$ cat src/rtl/dram_fwft_sync_fifo_pkg.sv
// ---------------------------------------------------------------------------
// dram_fwft_sync_fifo_pkg
// Shared helpers for the first-word-fall-through FIFO and its RAM:
//   clogb2()      ceiling log2, used to size addresses, pointers and counters
//   DEF_*         default geometry, with matching pointer and count widths
// ---------------------------------------------------------------------------
package dram_fwft_sync_fifo_pkg;

    function automatic int clogb2(input int value);
        int r;
        r = 0;
        while ((1 << r) < value) begin
            r = r + 1;
        end
        return r;
    endfunction

    localparam int DEF_DATA_WIDTH = 32;
    localparam int DEF_FIFO_DEPTH = 32;
    // One extra pointer bit tells full from empty when the addresses match.
    localparam int DEF_PTR_WIDTH  = clogb2(DEF_FIFO_DEPTH) + 1;
    localparam int DEF_CNT_WIDTH  = clogb2(DEF_FIFO_DEPTH) + 1;

endpackage

$ cat src/rtl/dram_fwft_sync_fifo_if.sv
// ---------------------------------------------------------------------------
// dram_fwft_sync_fifo_if
// Valid/ready stream bundle for the FIFO.
//   s_data/s_valid/s_ready : write side (producer -> FIFO)
//   m_data/m_valid/m_ready : read side  (FIFO -> consumer)
// Modports:
//   slave  : the FIFO itself
//   master : the environment that drives writes and accepts reads
// ---------------------------------------------------------------------------
interface dram_fwft_sync_fifo_if
    import dram_fwft_sync_fifo_pkg::*;
#(
    parameter int DATA_WIDTH = DEF_DATA_WIDTH
);
    logic [DATA_WIDTH-1:0] s_data;
    logic                  s_valid;
    logic                  s_ready;
    logic [DATA_WIDTH-1:0] m_data;
    logic                  m_valid;
    logic                  m_ready;

    modport slave  (input  s_data, s_valid, m_ready,
                    output s_ready, m_data, m_valid);
    modport master (output s_data, s_valid, m_ready,
                    input  s_ready, m_data, m_valid);
endinterface

$ cat src/rtl/dram_fwft_sync_fifo_dpram.sv
// ---------------------------------------------------------------------------
// dram_simple_dual_port
// Distributed simple dual-port RAM: port a writes, port b reads.
// Read latency is one clock in both build options: with the output register
// the array is read asynchronously and captured; without it the read address
// is captured and the array is read combinationally behind it.
// Ports:
//   clk, rst_n   clock, asynchronous active-low reset (output side only)
//   wea_i        write enable, addr_a_i / din_a_i write address and data
//   ren_b_i      read enable,  addr_b_i read address
//   dout_b_o     read data, valid the cycle after ren_b_i
// ---------------------------------------------------------------------------
module dram_simple_dual_port
    import dram_fwft_sync_fifo_pkg::*;
#(
    parameter int    mem_width           = DEF_DATA_WIDTH,
    parameter int    mem_depth           = DEF_FIFO_DEPTH,
    parameter string use_output_register = "true",
    parameter real   simulation_delay    = 1.0,
    localparam int   AW                  = clogb2(mem_depth)
) (
    input  logic                 clk,
    input  logic                 rst_n,
    input  logic                 wea_i,
    input  logic [AW-1:0]        addr_a_i,
    input  logic [mem_width-1:0] din_a_i,
    input  logic                 ren_b_i,
    input  logic [AW-1:0]        addr_b_i,
    output logic [mem_width-1:0] dout_b_o
);
    logic [mem_width-1:0] mem_q [mem_depth];

    always_ff @(posedge clk) begin
        if (wea_i) begin
            mem_q[addr_a_i] <= din_a_i;
        end
    end

    if (use_output_register == "true") begin : g_out_reg
        logic [mem_width-1:0] dout_q;
        always_ff @(posedge clk or negedge rst_n) begin
            if (!rst_n) begin
                dout_q <= '0;
            end else if (ren_b_i) begin
                dout_q <= mem_q[addr_b_i];
            end
        end
        assign dout_b_o = dout_q;
    end else begin : g_addr_reg
        logic [AW-1:0] addr_b_q;
        always_ff @(posedge clk or negedge rst_n) begin
            if (!rst_n) begin
                addr_b_q <= '0;
            end else if (ren_b_i) begin
                addr_b_q <= addr_b_i;
            end
        end
        assign dout_b_o = mem_q[addr_b_q];
    end
endmodule

$ cat src/rtl/dram_fwft_sync_fifo.sv
// ---------------------------------------------------------------------------
// dram_fwft_sync_fifo
// First-word-fall-through synchronous FIFO. Writes go straight into a
// distributed RAM; a prefetcher keeps a 2-entry skid queue topped up so the
// head word is presented on m_data whenever m_valid is high.
// Optional feature macro: FIFO_ALMOST_FLAG_EN adds almost_full/almost_empty.
// Ports:
//   clk, rst_n       clock, asynchronous active-low reset
//   clr              synchronous flush of all contents (m_data holds)
//   bus (slave)      s_data/s_valid/s_ready write, m_data/m_valid/m_ready read
//   count            words held: RAM + in-flight read + skid
//   almost_full      count >= ALMOST_FULL_TH  (FIFO_ALMOST_FLAG_EN only)
//   almost_empty     count <= ALMOST_EMPTY_TH (FIFO_ALMOST_FLAG_EN only)
// ---------------------------------------------------------------------------
module dram_fwft_sync_fifo
    import dram_fwft_sync_fifo_pkg::*;
#(
    parameter int  DATA_WIDTH      = DEF_DATA_WIDTH,
    parameter int  FIFO_DEPTH      = DEF_FIFO_DEPTH,
    parameter int  ALMOST_FULL_TH  = 28,
    parameter int  ALMOST_EMPTY_TH = 4,
    parameter real SIM_DELAY       = 1.0,
    localparam int AW              = clogb2(FIFO_DEPTH),
    localparam int PW              = AW + 1,
    localparam int CW              = clogb2(FIFO_DEPTH) + 1
) (
    input  logic                      clk,
    input  logic                      rst_n,
    input  logic                      clr,
    dram_fwft_sync_fifo_if.slave      bus,
`ifdef FIFO_ALMOST_FLAG_EN
    output logic                      almost_full,
    output logic                      almost_empty,
`endif
    output logic [CW-1:0]             count
);
    logic [PW-1:0]         wptr_q, wptr_d, rptr_q, rptr_d;
    logic                  inflight_q, inflight_d;
    logic [1:0]            skid_cnt_q, skid_cnt_d;
    logic [DATA_WIDTH-1:0] skid_q [2];
    logic [DATA_WIDTH-1:0] skid_d [2];
    logic [CW-1:0]         count_q, count_d;
    logic                  s_ready_q, s_ready_d;

    logic                  wr_fire, rd_fire, ren_b, wea;
    logic [PW-1:0]         ram_occ;
    logic [2:0]            pipe_fill;
    logic [1:0]            push_slot;
    logic [DATA_WIDTH-1:0] ram_dout;

    dram_simple_dual_port #(
        .mem_width           (DATA_WIDTH),
        .mem_depth           (FIFO_DEPTH),
        .use_output_register ("true"),
        .simulation_delay    (SIM_DELAY)
    ) u_ram (
        .clk      (clk),
        .rst_n    (rst_n),
        .wea_i    (wea),
        .addr_a_i (wptr_q[AW-1:0]),
        .din_a_i  (bus.s_data),
        .ren_b_i  (ren_b),
        .addr_b_i (rptr_q[AW-1:0]),
        .dout_b_o (ram_dout)
    );

    always_comb begin
        wr_fire   = bus.s_valid & s_ready_q;
        rd_fire   = (skid_cnt_q != 2'd0) & bus.m_ready;
        wea       = wr_fire & ~clr;
        // Registered wptr: the slot written this cycle is never read this cycle.
        ram_occ   = wptr_q - rptr_q;
        // Skid words that will still need room next cycle if nothing pops then.
        pipe_fill = {1'b0, skid_cnt_q} - {2'b00, rd_fire} + {2'b00, inflight_q};
        ren_b     = ~clr & (ram_occ != '0) & (pipe_fill <= 3'd1);
        push_slot = skid_cnt_q - {1'b0, rd_fire};

        wptr_d     = wptr_q;
        rptr_d     = rptr_q;
        inflight_d = inflight_q;
        skid_cnt_d = skid_cnt_q;
        skid_d[0]  = skid_q[0];
        skid_d[1]  = skid_q[1];
        count_d    = count_q;

        if (clr) begin
            // Flush: pointers and occupancy drop, skid data kept so m_data holds.
            wptr_d     = '0;
            rptr_d     = '0;
            inflight_d = 1'b0;
            skid_cnt_d = 2'd0;
            count_d    = '0;
        end else begin
            wptr_d     = wptr_q + PW'(wr_fire);
            rptr_d     = rptr_q + PW'(ren_b);
            inflight_d = ren_b;
            if (rd_fire) begin
                skid_d[0] = skid_q[1];
            end
            if (inflight_q) begin
                if (push_slot == 2'd0) begin
                    skid_d[0] = ram_dout;
                end else begin
                    skid_d[1] = ram_dout;
                end
            end
            skid_cnt_d = skid_cnt_q - {1'b0, rd_fire} + {1'b0, inflight_q};
            count_d    = count_q + CW'(wr_fire) - CW'(rd_fire);
        end
        s_ready_d = (count_d != CW'(FIFO_DEPTH));
    end

    always_ff @(posedge clk or negedge rst_n) begin
        if (!rst_n) begin
            wptr_q     <= '0;
            rptr_q     <= '0;
            inflight_q <= 1'b0;
            skid_cnt_q <= 2'd0;
            skid_q[0]  <= '0;
            skid_q[1]  <= '0;
            count_q    <= '0;
            s_ready_q  <= 1'b1;
        end else begin
            wptr_q     <= wptr_d;
            rptr_q     <= rptr_d;
            inflight_q <= inflight_d;
            skid_cnt_q <= skid_cnt_d;
            skid_q[0]  <= skid_d[0];
            skid_q[1]  <= skid_d[1];
            count_q    <= count_d;
            s_ready_q  <= s_ready_d;
        end
    end

`ifdef FIFO_ALMOST_FLAG_EN
    // Flags follow the next count so they change on the same edge as count.
    always_ff @(posedge clk or negedge rst_n) begin
        if (!rst_n) begin
            almost_full  <= 1'b0;
            almost_empty <= 1'b1;
        end else begin
            almost_full  <= (count_d >= CW'(ALMOST_FULL_TH));
            almost_empty <= (count_d <= CW'(ALMOST_EMPTY_TH));
        end
    end
`endif

    assign bus.s_ready = s_ready_q;
    assign bus.m_valid = (skid_cnt_q != 2'd0);
    assign bus.m_data  = skid_q[0];
    assign count       = count_q;
endmodule

$ cat src/flat_wrapper.sv
// flat-port wrapper written by rule: the top's interface ports become plain ports
module dram_fwft_sync_fifo_flat import dram_fwft_sync_fifo_pkg::*;
#(
    parameter int  DATA_WIDTH      = DEF_DATA_WIDTH,
    parameter int  FIFO_DEPTH      = DEF_FIFO_DEPTH,
    parameter int  ALMOST_FULL_TH  = 28,
    parameter int  ALMOST_EMPTY_TH = 4,
    parameter real SIM_DELAY       = 1.0,
    localparam int AW              = clogb2(FIFO_DEPTH),
    localparam int PW              = AW + 1,
    localparam int CW              = clogb2(FIFO_DEPTH) + 1
)
  (clk, rst_n, clr, count, bus_s_data, bus_s_valid, bus_m_ready, bus_s_ready, bus_m_data, bus_m_valid);
  dram_fwft_sync_fifo_if #(.DATA_WIDTH(DATA_WIDTH)) bus_i ();
  input  logic clk;
  input  logic rst_n;
  input  logic clr;
  output logic [CW-1:0] count;
  input wire logic [$bits(bus_i.s_data)-1:0] bus_s_data;
  input wire logic [$bits(bus_i.s_valid)-1:0] bus_s_valid;
  input wire logic [$bits(bus_i.m_ready)-1:0] bus_m_ready;
  output wire logic [$bits(bus_i.s_ready)-1:0] bus_s_ready;
  output wire logic [$bits(bus_i.m_data)-1:0] bus_m_data;
  output wire logic [$bits(bus_i.m_valid)-1:0] bus_m_valid;
  assign bus_i.s_data = bus_s_data;
  assign bus_i.s_valid = bus_s_valid;
  assign bus_i.m_ready = bus_m_ready;
  assign bus_s_ready = bus_i.s_ready;
  assign bus_m_data = bus_i.m_data;
  assign bus_m_valid = bus_i.m_valid;
  dram_fwft_sync_fifo #(.DATA_WIDTH(DATA_WIDTH), .FIFO_DEPTH(FIFO_DEPTH), .ALMOST_FULL_TH(ALMOST_FULL_TH), .ALMOST_EMPTY_TH(ALMOST_EMPTY_TH), .SIM_DELAY(SIM_DELAY)) u_core (.clk(clk), .rst_n(rst_n), .clr(clr), .bus(bus_i), .count(count));
endmodule
$ cat config.mk
export PLATFORM = sky130hd
export DESIGN_NAME = dram_fwft_sync_fifo_flat
export DESIGN_NICKNAME = d
export VERILOG_FILES = /design/src/rtl/dram_fwft_sync_fifo_pkg.sv /design/src/rtl/dram_fwft_sync_fifo_if.sv /design/src/rtl/dram_fwft_sync_fifo_dpram.sv /design/src/rtl/dram_fwft_sync_fifo.sv /design/src/flat_wrapper.sv
export SDC_FILE = /design/constraint.sdc
export NUM_CORES = 1
export LEC_CHECK = 0
export ABC_CLOCK_PERIOD_IN_PS = 3560
export BUFFER_PORTS_ARGS = -buffer_cell sky130_fd_sc_hd__buf_2
export CAP_MARGIN = 25
export CELL_PAD_IN_SITES_DETAIL_PLACEMENT = 1
export CELL_PAD_IN_SITES_GLOBAL_PLACEMENT = 2
export CORE_ASPECT_RATIO = 0.8
export CORE_UTILIZATION = 48
export DETAILED_ROUTE_END_ITERATION = 12
export GPL_TIMING_DRIVEN = 0
export HOLD_SLACK_MARGIN = 0.05
export PLACE_DENSITY_LB_ADDON = 0.1
export RECOVER_POWER = 50
export SLEW_MARGIN = 20
export SYNTH_ARGS = -nofsm -noshare
export SYNTH_HDL_FRONTEND = slang
export SYNTH_HIERARCHICAL = 1
export SYNTH_SLANG_ARGS = --single-unit
$ cat constraint.sdc
create_clock -name clk -period 3.56 [get_ports clk]
set_clock_uncertainty 0.1 [all_clocks]
set_input_delay 0.178 -clock clk [delete_from_list [all_inputs] [get_ports clk]]
set_output_delay 0.178 -clock clk [all_outputs]
set_load 0.01 [all_outputs]
==> results_dict.tcl, run 1 <==
set metrics [dict create \
    ys_ff_latch 1142 \
    crit_path_start_kind "register" \
    fp.dieW_um 344 \
    netlist_instances 2547 \
    worstPathRequired_ps 4020 \
    tritoncts "built" \
    synth_most_common_cell "edfxtp_1" \
    num_rows 100 \
    clockPowerShare_pct 35.0 \
    clkTransAtPathRegs_ps 60 \
    stdcell_count 4164 \
    root_buffer "clkbuf_16" \
    switchingPower_w 0.00892 \
    tns_ps 0 \
    slew_headroom_pct -59.8 \
    num_io_pins 77 \
    hold-path-cell-count 3 \
    peakVddDrop_uv 432 \
    dp_slack_ps -92.3 \
    synthFlopType "edfxtp_1" \
    cap_violations 3 \
    tightest_slew_ps 2400 \
    fin_util_pct 56.7 \
    violations "capacitance limit, slew limit" \
    wl_per_cell_um 33.0 \
    nFillCells 8288 \
    yosysTopAreaCellShare_pct 68.3 \
    p_per_area_mw_per_mm2 635 \
    status "finished, violations left" \
    syn_nets 2603 \
    netlist_area_mm2 0.0450 \
    synth_commonest_cells "edfxtp_1, mux2i_1, a22oi_1" \
    synth_top_cells_by_area "edfxtp_1, mux2i_1, dfrtp_1, a22oi_1, mux2_2" \
    setup_violations 0 \
    p_sw_share_pct 26.7 \
    vias 25500 \
    finalWorstSetupSlack_ps 69.1 \
    drc 0 \
    critPathArrivalTime_ps 3950 \
    ant_nets 0 \
    cts_buffers 113 \
    routed_wl_mm 137 \
    dp_hpwl_mm 91.8 \
    coreArea_mm2 0.0930 \
    rsz0062_at_grt "no" \
    h-tree-depth 3 \
    drt_iter0_drc 2705 \
    post-route-period-util_pct 98.1 \
    grt_pass1_wl_mm 191 \
    period_needed_ps 3490 \
    synth_seq_area_share_pct 74.9 \
    hold_violations 0 \
    nets 2903 \
    vias_per_cell 6.11 \
    yosys.area.top_type "edfxtp_1" \
    yosysWarnings 6 \
    grt_overflow 0 \
    synth_cell_types 43 \
    max_freq_mhz 286 \
    dp.cells 3918 \
    power_leakage_nw 17.3 \
    drive_gt1_share_pct 16.5 \
    dieArea_mm2 0.0950 \
    numPortBuffers 75 \
    grt_pass1_vias 26100 \
    cts.sinks 1142 \
    insertion_delay_ps 680 \
    synth-async-reset-ratio_pct 10.3 \
    hp-class "primary input to register" \
    fp.dieH_um 276 \
    whs_ps 211 \
    dr.pass1.iters 9 \
    power_frac_comb_pct 18.1 \
    grt_max_degree 77 \
    worstSetupPathType "register to register" \
    p_int_w 0.0245 \
    antenna_found_initial 2 \
    gp_congestion 0.796 \
    clk_path_buf_depth 3 \
    seqPwrFrac_pct 46.9 \
    synth_edf_count 1024 \
    final_max_slew_viol_count 152 \
    crit_path_max_fanout 10 \
    initial_core_util_pct 48.4 \
    r2r_cells 8 \
    syn_avg_cell_area_um2 17.7 \
    area_delta_synth_final_pct 17.1 \
    cp-end-kind "register" \
    grt_usage_pct 29.1 \
]
## kinds of logic (layout without fill, tap and decap cells)
family	after synthesis	count (layout)	synth area share [%]
compound gates	432	432	6.63
xor+xnor	16	16	0.311
flops	1142	1142	74.9
fa+ha+maj	19	19	0.562
other cells	0	1	0
mux	576	576	13.0
simple gates	137	137	1.60
buf+inv	225	617	3.01
## critical path, stage by stage (launching register included)
cell and delay [ps]:
dfrtp_1 490, nor2b_1 220, buf_2 540, clkbuf_1 840, a22oi_1 230, a21oi_1 330
nor4_2 120, buf_4 190, mux2_2 270
## path summary, 6_finish.rpt
check	startpoint	endpoint	slack (ps)
max in group asynchronous	rst_n	u_core/u_ram/dout_b_o[17]	580
worst max-delay path	u_core/rptr_q[2]	u_core/u_ram/dout_b_o[21]	70
worst max register to register	u_core/rptr_q[2]	u_core/u_ram/dout_b_o[21]	70
worst min register to register	u_core/skid_q[30]	u_core/bus.m_data[30]	390
min in group asynchronous	rst_n	u_core/skid_q[6]	1190
worst min-delay path	clr	u_core/count[2]	210
## sequential cells by signal, summed over array words and instances, names as in the netlist, 2 cells and up
signal and flops:
u_core/bus.m_data 32, u_core/count 6, u_core/rptr_q 6, u_core/skid_cnt_q 2
u_core/skid_q 32, u_core/u_ram/dout_b_o 32, u_core/u_ram/mem_q 1024, u_core/wptr_q 6
## through the flow
step | cell area, µm² | total power (W)
finish | 52700 | 0.0334
global route | 52700 | 0.0345
CTS | 52800 | 0.0337
detailed placement | 48800 | 0.0219
global placement | 46900 | 0.0216
floorplan | 45000 | 0.0197
## cells in the final DEF (no fill, tap or decap), types with 32 or more instances in the layout
cell type,n
a222oi_1,32
nor2_4,32
clkbuf_1,120
a21oi_1,132
buf_4,63
buf_2,45
dlygate4sd3_1,37
a22oi_1,256
edfxtp_1,1024
inv_1,47
mux2_2,64
buf_12,37
clkbuf_16,117
dfrtp_1,117
mux2i_1,512
## power groups by stage
stage	Clock, W	Sequential, W	Combinational (W)
after floorplan	0	0.0158	0.00388
after global placement	0	0.0159	0.00573
after detailed placement	0	0.0159	0.00602
after CTS	0.0119	0.0157	0.00611
after global routing	0.0123	0.0157	0.00644
final	0.0117	0.0157	0.00606
## what timing repair did
item                        CTS  global route
pin swaps                     0             0
setup endpoints to repair    30            30
hold endpoints to repair   1160             0
gates resized for setup       4             1
hold buffers                 38             0
setup buffers                 0             0
## area by class of cell
cell class,instances,area [µm²],share of cell area (%)
antenna,1,2.50,0.00475
buffer,178,1190,2.26
clock buffer,151,3140,5.95
clock inverter,56,472,0.895
inverter,47,176,0.335
multi-input combinational,1180,10200,19.4
sequential,1142,33700,64.0
tap,1224,1530,2.91
timing repair buffer,185,2230,4.24
## routing by layer
layer | up-vias | GRT usage, % | part of all wire (%)
li1 | 10700 | - | -
met1 | 13400 | 40.4 | 42
met2 | 1052 | 45.1 | 46
met3 | 247 | 6.03 | 7.5
met4 | 0 | 11.4 | 4.1
met5 | - | 0 | 0
Note: power is estimated with default switching activity, not from simulation.
==> inputs of run 2 (changes only) <==
--- a/config.mk
+++ b/config.mk
@@ -11,7 +11,8 @@
 export CELL_PAD_IN_SITES_DETAIL_PLACEMENT = 1
 export CELL_PAD_IN_SITES_GLOBAL_PLACEMENT = 2
 export CORE_ASPECT_RATIO = 0.8
-export CORE_UTILIZATION = 48
+export CORE_MARGIN = 3
+export CORE_UTILIZATION = 50
 export DETAILED_ROUTE_END_ITERATION = 12
 export GPL_TIMING_DRIVEN = 0
 export HOLD_SLACK_MARGIN = 0.05
@@ -20,5 +21,4 @@
 export SLEW_MARGIN = 20
 export SYNTH_ARGS = -nofsm -noshare
 export SYNTH_HDL_FRONTEND = slang
-export SYNTH_HIERARCHICAL = 1
 export SYNTH_SLANG_ARGS = --single-unit
==> results_dict.tcl, run 2 <==
set metrics [dict create \
    status "finished, violations left" \
    violations "capacitance limit, slew limit" \
    clockPowerShare_pct 36.8 \
    num_io_pins 77 \
    path_cells "buf_6, buf_12, buf_12, clkbuf_16, clkbuf_16, inv_2, ha_4, or4_4, a211o_1, o31ai_4, a41oi_4, buf_4, buf_4, buf_6, mux2_4" \
    vias 23400 \
    peakVddDrop_uv 459 \
    crit_path_start_kind "register" \
    initial_core_util_pct 50.7 \
    antenna_found_initial 2 \
    clkTransAtPathRegs_ps 60 \
    grt_pass1_vias 24300 \
    setup_violations 0 \
    yosysWarnings 0 \
    stdcell_count 3761 \
    cts_buffers 110 \
    dr.pass1.iters 6 \
    grt_max_degree 77 \
    area_delta_synth_final_pct 17.9 \
    r2r_setup_slack_ps 40 \
    dieArea_mm2 0.0927 \
    vias_per_cell 6.21 \
    ys_ff_latch 1142 \
    slew_headroom_pct -38.2 \
    p_sw_share_pct 24.8 \
    netlist_instances 2174 \
    largest_reg_flops 1024 \
    fp.dieH_um 273 \
    drc 0 \
    yosys.area.top_type "edfxtp_1" \
    crit_path_max_fanout 10 \
    largest-register "u_core.u_ram.mem_q" \
    synth_edf_count 1024 \
    gp_congestion 0.760 \
    grt_overflow 0 \
    final_area_mm2 0.0525 \
    routed_wl_mm 128 \
    crit_path_end "u_core.u_ram.dout_b_o[21]" \
    grt_usage_pct 27.8 \
    num_rows 97 \
    netlist_area_mm2 0.0445 \
    yosysTopAreaCellShare_pct 69.0 \
    p_int_w 0.0246 \
    synth-async-reset-ratio_pct 10.3 \
    crit_slowest_cell "or4_4" \
    dp_hpwl_mm 85.2 \
    slowest_delay_ps 530 \
    power_frac_comb_pct 15.4 \
    critPathArrivalTime_ps 3990 \
    power_leakage_nw 16.9 \
    ant_nets 0 \
    hold_violations 0 \
    tns_ps 0 \
    final_cell_mix "edfxtp_1, mux4_2, mux2i_1" \
    syn_avg_cell_area_um2 20.5 \
    timing.rr.end "u_core.u_ram.dout_b_o[21]" \
    hp-class "primary input to register" \
    cap_violations 3 \
    root_buffer "clkbuf_16" \
    synth_cell_types 45 \
    final_common_cell "edfxtp_1" \
    h-tree-depth 3 \
    p_per_area_mw_per_mm2 623 \
    numPortBuffers 76 \
    synth_top_cells_by_area "edfxtp_1, mux4_2, dfrtp_1, mux2i_1, a221oi_1" \
    post-route-period-util_pct 98.9 \
    worstPathRequired_ps 4030 \
    insertion_delay_ps 700 \
    synth_most_common_cell "edfxtp_1" \
    rsz0062_at_grt "yes" \
    worstSetupPathType "register to register" \
    drt_iter0_drc 2639 \
    r2r_cells 15 \
    synth_seq_area_share_pct 75.7 \
    max_freq_mhz 284 \
    crit_start "u_core.rptr_q[2]" \
    synthFlopType "edfxtp_1" \
    synth_commonest_cells "edfxtp_1, mux2i_1, mux4_2" \
    dp.cells 3509 \
    cp-end-kind "register" \
    cts.sinks 1142 \
    tritoncts "built" \
    grt_pass1_wl_mm 181 \
    period_needed_ps 3520 \
    wl_per_cell_um 34.1 \
    coreArea_mm2 0.0879 \
    clk_path_buf_depth 3 \
    placed_area_mm2 0.0483 \
    rr_startpoint "u_core.rptr_q[2]" \
    tightest_slew_ps 2070 \
    final_max_slew_viol_count 152 \
    seqPwrFrac_pct 47.8 \
    drive_gt1_share_pct 26.3 \
    syn_nets 2229 \
    nets 2534 \
    switchingPower_w 0.00812 \
    fp.dieW_um 340 \
]
-- run 2: cell types whose count changed in the layout (fill, tap and decap cells not counted), sizes merged, moves of 30 or more --
cell,change
a22oi,-224
nand3,+32
a222oi,-32
mux2i,-320
a21oi,-125
o22a,+32
o21ai,+61
mux4,+192
o2bb2ai,+32
a221oi,+64
nor4,-31
inv,-30
-- run 2: worst max-delay path: cells and delay by family (launching register included) --
family | cells | cell delay (ps)
AOI/OAI and AO/OA | 3 | 540
adders and majority gates | 1 | 200
buffers and inverters | 9 | 1310
DFF | 1 | 370
muxes | 1 | 300
and+or+nand+nor | 1 | 530
-- run 2: cell families after synthesis --
family	count (synthesis)	synth area share (%)
flops	1142	75.7
compound gates	244	4.12
buf+inv	170	1.99
xor+xnor	15	0.295
simple gates	137	1.51
fa+ha+maj	18	0.539
mux	448	15.9
-- run 2: how the worst min path moves through the flow --
stage | startpoint | endpoint | slack [ps] | depth (start not counted)
5_1_grt | clr | u_core.count[1] | 300 | 3
3_3_place_gp | clr | u_core.count[1] | 320 | 2
2_1_floorplan | rst_n | u_core.bus.m_data[0] | -220 | 0
3_5_place_dp | rst_n | u_core.bus.m_data[27] | 40 | 1
6_report | clr | u_core.count[1] | 280 | 3
4_1_cts | clr | u_core.count[1] | 140 | 3
-- run 2: metrics by stage --
step / setup WS (ps) / hold slack [ps] / utilization, % / total power (W)
4_1_cts: 26.0 / 136 / 59.8 / 0.0329
3_5_place_dp: -1500 / 40.5 / 55.0 / 0.0209
3_3_place_gp: -2150 / 324 / 52.9 / 0.0207
2_1_floorplan: 14.3 / -218 / - / 0.0191
5_1_grt: -23.2 / 305 / 59.8 / 0.0339
6_report: 37.9 / 284 / 59.8 / 0.0327
-- run 2: per-layer routing --
metal | up-vias | global-route usage [%] | share of wire, %
met5 | - | 0 | 0
met4 | 0 | 9.04 | 3.6
met3 | 171 | 5.66 | 7.2
met2 | 957 | 43.7 | 47
met1 | 12700 | 39.5 | 43
li1 | 9572 | - | -
-- run 2: power by group through the flow --
| stage | Clock [W] | Combinational (W) | Sequential (W) |
|---|---|---|---|
| 6_report | 0.0120 | 0.00504 | 0.0156 |
| 3_5_place_dp | 0 | 0.00501 | 0.0159 |
| 3_3_place_gp | 0 | 0.00478 | 0.0159 |
| 5_1_grt | 0.0128 | 0.00540 | 0.0157 |
| 4_1_cts | 0.0122 | 0.00511 | 0.0156 |
| 2_1_floorplan | 0 | 0.00334 | 0.0158 |
-- run 2: what timing repair did --
action                     in CTS  in global routing
setup buffers                   6                  1
cloned                          0                  0
setup endpoints to repair      39                  8
hold buffers                   38                  0
hold endpoints to repair     1153                  0
resized for setup              25                 10
pin swaps                       2                  4
-- run 2: layout make-up --
class	instances	area, µm²
flip-flops and latches	1142	33700
diodes	1	2.50
clock buffers	149	3050
inverters	15	56.3
plain buffers	154	936
well taps	1188	1490
repair buffers	194	2380
fillers	7455	35300
clock inverters	56	676
multi-input cells	862	10200
